$ cat src/rtl/bb_pkg.sv
// Shared constants, state encoding and helpers for the ball direction controller.
package bb_pkg;

    // Playfield geometry
    localparam int unsigned SCR_W       = 160;
    localparam int unsigned SCR_H       = 120;
    localparam int unsigned PADDLE_Y    = 112;
    localparam int unsigned PADDLE_W    = 16;

    // Brick map handshake
    localparam int unsigned ACK_TIMEOUT = 15;
    localparam int unsigned TO_W        = $clog2(ACK_TIMEOUT + 1);

    // Coordinate widths
    localparam int unsigned X_W         = 8;
    localparam int unsigned Y_W         = 7;

    // Controller states
    typedef enum logic [2:0] {
        IDLE,
        WALL,
        QX,
        QY,
        COMMIT,
        LOST
    } state_t;

    // Brick map query address
    typedef struct packed {
        logic [X_W-1:0] x;
        logic [Y_W-1:0] y;
    } pix_t;

    // One pixel step along x in the given direction
    function automatic logic [X_W-1:0] step_x(input logic [X_W-1:0] v, input logic up);
        return up ? v + X_W'(1) : v - X_W'(1);
    endfunction

    // One pixel step along y in the given direction
    function automatic logic [Y_W-1:0] step_y(input logic [Y_W-1:0] v, input logic up);
        return up ? v + Y_W'(1) : v - Y_W'(1);
    endfunction

endpackage

$ cat src/rtl/ball_dir_ctrl_brick_query.sv
// Brick map req/ack handshake with timeout and a one-cycle clear pulse on hit.
module brick_query
    import bb_pkg::*;
(
    input  logic           clk,
    input  logic           reset,
    input  logic           start,
    input  pix_t           start_pix,
    input  logic           brick_ack,
    input  logic           brick_hit,
    output logic           brick_req,
    output logic [X_W-1:0] brick_qx,
    output logic [Y_W-1:0] brick_qy,
    output logic           brick_clr,
    output logic           done_c,
    output logic           hit_c
);

    logic [TO_W-1:0] wait_cnt;
    logic            ack_c;
    logic            timeout_c;

    // Completion: a real answer, or the wait budget used up with no answer
    always_comb begin
        ack_c     = brick_req & brick_ack;
        timeout_c = brick_req & ~brick_ack & (wait_cnt == TO_W'(ACK_TIMEOUT - 1));
        done_c    = ack_c | timeout_c;
        hit_c     = ack_c & brick_hit;
    end

    // Request, address hold and wait counter; address stays put after done so clear targets it
    always_ff @(posedge clk) begin
        if (reset) begin
            brick_req <= 1'b0;
            brick_qx  <= '0;
            brick_qy  <= '0;
            brick_clr <= 1'b0;
            wait_cnt  <= '0;
        end else begin
            brick_clr <= hit_c;
            if (start) begin
                brick_req <= 1'b1;
                brick_qx  <= start_pix.x;
                brick_qy  <= start_pix.y;
                wait_cnt  <= '0;
            end else if (done_c) begin
                brick_req <= 1'b0;
                wait_cnt  <= '0;
            end else if (brick_req) begin
                wait_cnt  <= wait_cnt + TO_W'(1);
            end
        end
    end

endmodule

$ cat src/rtl/ball_dir_ctrl.sv
// Ball direction controller: walls, paddle, brick queries and ball loss, one decision per step.
module ball_dir_ctrl
    import bb_pkg::*;
(
    input  logic           clk,
    input  logic           reset,
    input  logic           step,
    input  logic [X_W-1:0] ball_x,
    input  logic [Y_W-1:0] ball_y,
    input  logic [X_W-1:0] paddle_x,
    input  logic           brick_ack,
    input  logic           brick_hit,
    output logic           brick_req,
    output logic [X_W-1:0] brick_qx,
    output logic [Y_W-1:0] brick_qy,
    output logic           brick_clr,
    output logic           x_du,
    output logic           y_du,
    output logic           move,
    output logic           ball_lost,
    output logic           busy
);

    state_t         state;
    state_t         state_nxt;

    // Snapshot of the inputs taken when the step is accepted
    logic [X_W-1:0] x_r;
    logic [Y_W-1:0] y_r;
    logic [X_W-1:0] px_r;

    // Wall / paddle decision
    logic [X_W:0]   x9_c;
    logic [X_W:0]   px9_c;
    logic           pad_span_c;
    logic           x_flip_c;
    logic           x_du_wall_c;
    logic           y_du_wall_c;
    logic           lost_c;

    // Query port
    logic           q_start_c;
    pix_t           q_pix_c;
    logic           q_done_c;
    logic           q_hit_c;

    // Next values of registered outputs
    logic           x_du_nxt;
    logic           y_du_nxt;
    logic           move_nxt;
    logic           lost_nxt;
    logic           busy_nxt;

    // Wall and paddle rules on the latched position; paddle span compared one bit wider to avoid wrap
    always_comb begin
        x9_c        = {1'b0, x_r};
        px9_c       = {1'b0, px_r};
        pad_span_c  = (x9_c >= px9_c) && (x9_c < px9_c + (X_W + 1)'(PADDLE_W));
        x_flip_c    = (x_du && (x_r == X_W'(SCR_W - 1))) || (!x_du && (x_r == '0));
        x_du_wall_c = x_du ^ x_flip_c;
        if (!y_du && (y_r == '0)) begin
            y_du_wall_c = 1'b1;
        end else if (y_du && (y_r == Y_W'(PADDLE_Y - 1)) && pad_span_c) begin
            y_du_wall_c = 1'b0;
        end else begin
            y_du_wall_c = y_du;
        end
        lost_c      = y_du && (y_r == Y_W'(SCR_H - 1));
    end

    // State register
    always_ff @(posedge clk) begin
        if (reset) begin
            state <= IDLE;
        end else begin
            state <= state_nxt;
        end
    end

    // Next-state logic
    always_comb begin
        state_nxt = state;
        unique case (state)
            IDLE:    if (step) state_nxt = WALL;
            WALL:    state_nxt = lost_c ? LOST : QX;
            QX:      if (q_done_c) state_nxt = QY;
            QY:      if (q_done_c) state_nxt = COMMIT;
            COMMIT:  state_nxt = IDLE;
            LOST:    state_nxt = IDLE;
            default: state_nxt = IDLE;
        endcase
    end

    // Output logic: direction updates, query launches and strobe next values
    always_comb begin
        x_du_nxt  = x_du;
        y_du_nxt  = y_du;
        q_start_c = 1'b0;
        q_pix_c   = '0;
        unique case (state)
            WALL: begin
                if (lost_c) begin
                    x_du_nxt = 1'b1;
                    y_du_nxt = 1'b0;
                end else begin
                    x_du_nxt  = x_du_wall_c;
                    y_du_nxt  = y_du_wall_c;
                    q_start_c = 1'b1;
                    q_pix_c.x = step_x(x_r, x_du_wall_c);
                    q_pix_c.y = y_r;
                end
            end
            QX: begin
                if (q_hit_c) x_du_nxt = ~x_du;
            end
            QY: begin
                // Request is low only in the first QY cycle, while the x query's clear address is still held
                if (!brick_req) begin
                    q_start_c = 1'b1;
                    q_pix_c.x = x_r;
                    q_pix_c.y = step_y(y_r, y_du);
                end
                if (q_hit_c) y_du_nxt = ~y_du;
            end
            default: begin
            end
        endcase
        move_nxt = (state_nxt == COMMIT);
        lost_nxt = (state_nxt == LOST);
        busy_nxt = (state_nxt != IDLE);
    end

    // Input snapshot and registered outputs
    always_ff @(posedge clk) begin
        if (reset) begin
            x_r       <= '0;
            y_r       <= '0;
            px_r      <= '0;
            x_du      <= 1'b1;
            y_du      <= 1'b0;
            move      <= 1'b0;
            ball_lost <= 1'b0;
            busy      <= 1'b0;
        end else begin
            if ((state == IDLE) && step) begin
                x_r  <= ball_x;
                y_r  <= ball_y;
                px_r <= paddle_x;
            end
            x_du      <= x_du_nxt;
            y_du      <= y_du_nxt;
            move      <= move_nxt;
            ball_lost <= lost_nxt;
            busy      <= busy_nxt;
        end
    end

    // Shared brick map query engine
    brick_query u_query (
        .clk       (clk),
        .reset     (reset),
        .start     (q_start_c),
        .start_pix (q_pix_c),
        .brick_ack (brick_ack),
        .brick_hit (brick_hit),
        .brick_req (brick_req),
        .brick_qx  (brick_qx),
        .brick_qy  (brick_qy),
        .brick_clr (brick_clr),
        .done_c    (q_done_c),
        .hit_c     (q_hit_c)
    );

endmodule
$ cat config.mk
export PLATFORM = sky130hd
export DESIGN_NAME = ball_dir_ctrl
export DESIGN_NICKNAME = d
export VERILOG_FILES = /design/src/rtl/bb_pkg.sv /design/src/rtl/ball_dir_ctrl_brick_query.sv /design/src/rtl/ball_dir_ctrl.sv
export SDC_FILE = /design/constraint.sdc
export NUM_CORES = 1
export LEC_CHECK = 0
export CORE_ASPECT_RATIO = 0.75
export CORE_MARGIN = 8
export CORE_UTILIZATION = 40
export CTS_CLUSTER_SIZE = 25
export DETAILED_ROUTE_END_ITERATION = 16
export PLACE_DENSITY = 0.62
export SLEW_MARGIN = 20
export SYNTH_ARGS = -nofsm -noshare
export SYNTH_HDL_FRONTEND = slang
export SYNTH_SLANG_ARGS = --single-unit
$ cat constraint.sdc
create_clock -name clk -period 2.9 [get_ports clk]
set_clock_uncertainty 0.15 [all_clocks]
set_input_delay 0.58 -clock clk [delete_from_list [all_inputs] [get_ports clk]]
set_output_delay 0.58 -clock clk [all_outputs]
set_load 0.02 [all_outputs]
Word-level counts from Yosys, hierarchy flattened. Cells that the tools add are included.

Add/sub/neg operators: 6. Magnitude comparators: 2. Eq/ne operators: 12. Mux-type cells: 23. Bitwise gates (word level): 9. Reduce and logical (&&, ||, !) cells: 21.

Operators with widths (number): $mux W15 (2); $pmux W15 S2 (1); $eq A7 B7 Y1 const B (2); $mux W3 (4); $pmux W3 S4 (1); $mux W1 (10); $add A8 B5 Y9 const B (1); $lt A8 B9 Y1 (1); $add A8 B1 Y8 const B (1); $eq A8 B8 Y1 const B (1); $ge A8 B8 Y1 (1); $logic_and A1 B1 Y1 (8); $logic_not A8 Y1 (1); $mux W8 (1); $sub A8 B1 Y8 const B (1); $add A7 B1 Y7 const B (1); $logic_not A7 Y1 (1); $mux W7 (1); $sub A7 B1 Y7 const B (1); $eq A3 B2 Y1 const B (2); $eq A3 B3 Y1 const B (2); $pmux W1 S2 (3); $reduce_bool A2 Y1 (3); $add A4 B1 Y4 const B (1); 15 further kinds (22).

Flip-flop bits (word level): 52. Input port bits: 28. Output and inout bits: 22. Word-level logic and storage cells: 87.

Logic depth before layout (Yosys ltp). Gate-level depths: netlist (run 1).

Depth in word-level cells: 8. Depth in mapped cells: 12. Mapped depth without buffers: 11.

By module. Synthesis (run 1) repeated with hierarchy kept, for this count alone.

Cells, all modules: 421. Area total of the unflattened synthesis: 3250.6 um2.

Modules (own cells, without submodules): ball_dir_ctrl (instances 1, cells each 338, area each 2434.8 um2, seq. area each 620.6 um2); brick_query (instances 1, cells each 83, area each 815.8 um2, seq. area each 420.4 um2).

Worst setup path after synthesis (run 1). No wires, ideal clock.

Path type: register -> register. Start: register x_du. End: register u_query.brick_qx[6]. Data arrival time: 2.005 ns. Data required time: 2.618 ns. Slack: 0.614 ns. Cell stages (with the launch flop): 11. Clock period less this slack: 2.286 ns. Cells stage by stage: dfxtp_1 buf_1 inv_1 a31o_2 a21oi_1 ha_1 and3_1 nand4_1 and3_1 o21ai_0 a21oi_1.

Longest elaborated chain between the ends: 7.

Ends and longest elaborated chain: start: declaration (RTL line ball_dir_ctrl.sv:17) `output logic x_du,`; start signal: assignment (RTL line ball_dir_ctrl.sv:150) `x_du <= x_du_nxt;`; $logic_not A1 Y1 (RTL line ball_dir_ctrl.sv:59) `x_flip_c = (x_du && (x_r == X_W'(SCR_W - 1))) || (!x_du && (x_r == '0));`; $logic_and A1 B1 Y1 (RTL line ball_dir_ctrl.sv:59); $logic_or A1 B1 Y1 (RTL line ball_dir_ctrl.sv:59); $xor A1 B1 Y1 * (RTL line ball_dir_ctrl.sv:60) `x_du_wall_c = x_du ^ x_flip_c;`; $mux W8 * (RTL line bb_pkg.sv:36) `return up ? v + X_W'(1) : v - X_W'(1);`; $mux W15 * (RTL line ball_dir_ctrl.sv:102) `if (lost_c) begin`; $pmux W15 S2 * (RTL line ball_dir_ctrl.sv:100) `unique case (state)`; end signal: assignment (RTL line ball_dir_ctrl_brick_query.sv:43) `brick_qx <= start_pix.x;`; end: declaration (RTL line ball_dir_ctrl_brick_query.sv:12) `output logic [X_W-1:0] brick_qx,`.

Every way passes the cells marked *; elsewhere a longest branch is shown, timed or not. A chain may end at the register's enable or synchronous reset.

Final worst setup path (run 1).
Start: register x_r[0]. End: register u_query.brick_qx[6].

Longest elaborated chain between the ends: 7.

Ends and longest elaborated chain: start: declaration (RTL line ball_dir_ctrl.sv:28) `logic [X_W-1:0] x_r;`; start signal: assignment (RTL line ball_dir_ctrl.sv:146) `x_r <= ball_x;`; parallel branches: the longest is 4 deep, another holds $sub A8 B1 Y8; $mux W8 * (RTL line bb_pkg.sv:36); $mux W15 * (RTL line ball_dir_ctrl.sv:102); $pmux W15 S2 * (RTL line ball_dir_ctrl.sv:100).

Mark *: on every way between the ends.

==> summary.md, run 1 <==
| Metric | Value |
|---|---|
| Status | completed |
| Root Driver | clkbuf_8 |
| Final core occ | 50.6% |
| Slew Limit Headroom | 36.9% |
| Synth Cell Area | just over 3000 um2 |
| Sequential Area | 1040 um2 |
| Data required time of the worst path | 2.90 ns |
| Worst EP arrival | 2.61 ns |
| Synthesis-stage register bit count | 52 |
| CTS tree | built |
| CP Class | register to register |
| Antenna violations before repair | 0 |
| Area delta synth->final | 22.0% |
| Multi-input logic area | 1840 um2 |
| CTS Hold Buffers Added | 0 |
| Nets | 472 |
| Cell Rows | 27 |
| Initial DRC Count | about 220 |
| Post-synthesis cell type count | 61 |
| # port buffers | 49 |
| DR vias | between 2k and 3k |
| Fin crit period | 2.61 ns |
| Clock Path Buffers | 2 |
| CP endpoint kind | register |
| Syn_nets | approximately 430 |
| Synth warnings | 0 |
| Number of synthesized flops with an enable pin | 0 |
| Vert. Die Dim | 91.8 um |
| CTS-repair resized insts | 0 |
| Clock sinks | 52 |
| Max-slew violation count | 0 |
| Cells after Synth | 382 |
| Drt wl/cell | 15.6 um |
| Wire length of the first global-routing pass | between 10,000 and 15,000 um |
| Critical Path, Cell by Cell | and3_2, nand3_1, nand2_2, nor2_1, a21oi_1, ha_1, and3_1, nand4_1, and3_1, o21ai_0, a21oi_1 |
| Largest net degree at the start of global routing | 57 |
| Async set or reset register ratio after synthesis | 0% |
| I/O Pins | 50 |
| # setup viols final | 0 |
| DP Wirelength | about 6000 um |
| H-tree depth | 2 |
| Avg Inst Size Synth | around 8.0 um2 |
| Critical path buffers and inverters | 0 |
| Leakage power | 1.42 nW |
| F_max | roughly 380 MHz |
| Vias in the first global route | 2,692 |
| Initial Utilization | between 40% and 50% |
| Hold Fails Final Rpt | 0 |
| Worst Max-Slew Pin Slew | 0.947 ns |
| Commonest non-fill, non-tap cell in the layout | nand2_1 |
| Hold_ws | 0.311 ns |
| Share of post-route cells with drive strength above 1 | 7.82% |
| Post-Route WL | 8140 um |
| Routed Antenna Nets | 0 |
| Unrepaired setup endpoints after global routing | false |
| Die ar. | 10,800 um2 |
| P per Cell Area | 465 nW/um2 |
| Via density | 5.44 |
| Number of max-cap violations | 0 |
| Total track usage | 15.3% |
| Die width | between 100 and 150 um |
| Family with the most delay on the worst path | simple AND/OR/NAND/NOR gates |
| Clock-pin slew on the worst setup and hold paths | 0.09 ns |
| Setup TNS | 0 ns |
| Crit path max fanout | 12 |
| Synth Flop Type | dfxtp_1 |
| Tcrit/Tclk final | 89.9% |
| Post-synthesis sequential area ratio | 33.9% |
| Worst hold path class | register to register |
| Filler cells | between 700 and 800 |
| Core footprint | 7400 um2 |
| Crit path launch type | register |
| Most frequent cells in the layout | nand2_1, dfxtp_1, clkdlybuf4s50_1 |
| Worst VDD drop | 0.000217 V |
| Drt drc | 0 |
| CTS Buf Count | 5 |
| Ant diodes | 0 |
| GRT overflow | 0 |
| Worst-Skew Late Latency | ~0.31 ns |
| Max stage delay on crit path | 0.57 ns |
| Drt pass-1 iters | 5 |
| Setup Buffers After CTS | 0 |
| Slowest CP cell | dfxtp_1 |
| Final GP Congestion | 0.848 |
## cell families after synthesis
family / Yosys count / synth area share (%)
AO/OA/AOI/OAI: 103 / 22.1
XOR/XNOR: 10 / 2.86
adder cells (fa/ha/maj): 22 / 9.22
buffers and inverters: 44 / 6.24
flip-flops: 52 / 33.9
multiplexers: 3 / 0.979
AND/OR/NAND/NOR: 148 / 24.6
## final cells by class
class | count | area share (%)
multi-input cells | 286 | 49.2
flip-flops and latches | 52 | 27.8
repair buffers | 61 | 15.4
well taps | 101 | 3.38
clock buffers | 7 | 2.57
inverters | 16 | 1.60
## path summary, 6_finish.rpt
path	start	end	slack (ns)	cells past startpoint
worst max register to register	x_r[0]	u_query.brick_qx[6]	0.29	11
worst max-delay path	x_r[0]	u_query.brick_qx[6]	0.29	11
worst min-delay path	px_r[2]	px_r[2]	0.31	2
worst min register to register	px_r[2]	px_r[2]	0.31	2
## synthesized netlist by cell type (4+ instances only)
cell | count | area, um2
nand2_1 | 57 | 214
o21ai_0 | 6 | 30.0
ha_1 | 21 | 263
a222oi_1 | 4 | 40.0
nand4b_1 | 4 | 35.0
a21oi_1 | 43 | 215
or3_1 | 4 | 25.0
a21o_1 | 7 | 52.6
a211oi_1 | 6 | 45.0
clkbuf_1 | 20 | 75.1
nand3_1 | 7 | 35.0
and3_1 | 4 | 25.0
inv_1 | 16 | 60.1
o211ai_1 | 4 | 30.0
a22oi_1 | 6 | 45.0
nor4_1 | 6 | 37.5
nor3_1 | 9 | 45.0
nor2b_1 | 6 | 37.5
nand2b_1 | 5 | 31.3
nor2_1 | 27 | 101
xor2_1 | 5 | 43.8
xnor2_1 | 5 | 43.8
dfxtp_1 | 52 | 1040
## power breakdown
part           switching [W]  total [W]  internal (W)
Combinational       0.000251   0.000472      0.000221
Clock               0.000232   0.000445      0.000213
Sequential         0.0000638   0.000823      0.000760
Total               0.000547    0.00174       0.00119
## registers in the layout, indices dropped and copies added (netlist names)
signal,count
x_r,8
ball_lost,1
y_r,7
px_r,8
u_query.wait_cnt,4
u_query.brick_clr,1
u_query.brick_qx,8
u_query.brick_req,1
x_du,1
busy,1
u_query.brick_qy,7
move,1
y_du,1
state,3
## stage by stage
step	cell area [um2]	instances	setup slack (ns)	total power, W
final	3740	523	0.293	0.00174
after floorplan	3070	382	0.614	0.00114
after CTS	3740	523	0.316	0.00176
after detailed placement	3650	516	0.358	0.00131
after global placement	3650	516	0.403	0.00130
after global routing	3740	523	0.0325	0.00185
## metal layers
layer / share of wire (%) / track usage, % / routed length [um]
met1: 48 / 21.2 / 3940
met2: 44 / 23.1 / 3570
met4: 0.75 / 4.57 / 61
met3: 6.9 / 3.41 / 559
met5: 0 / 0 / 0
## worst min-delay path: cells and delay by family, from the launching register on
| kind | cells | cell delay (ns) |
|---|---|---|
| AO/OA/AOI/OAI | 1 | 0.05 |
| AND/OR/NAND/NOR | 1 | 0.05 |
| flip-flops | 1 | 0.32 |
(Power assumes the default switching activity.)
==> run 2: changes to the inputs <==
==> constraint.sdc (replaced) <==
create_clock -name clk -period 2.9 [get_ports clk]
set_clock_uncertainty 0.15 [all_clocks]
set_input_delay 0.58 -clock clk [delete_from_list [all_inputs] [get_ports clk]]
set_output_delay 0.58 -clock clk [all_outputs]
set_load 0.005 [all_outputs]
==> results of run 2 <==
Same layout as run 1 (identical final DEF). Status: completed.
Main changes from that run: total power 0.00174 W -> 0.00172 W
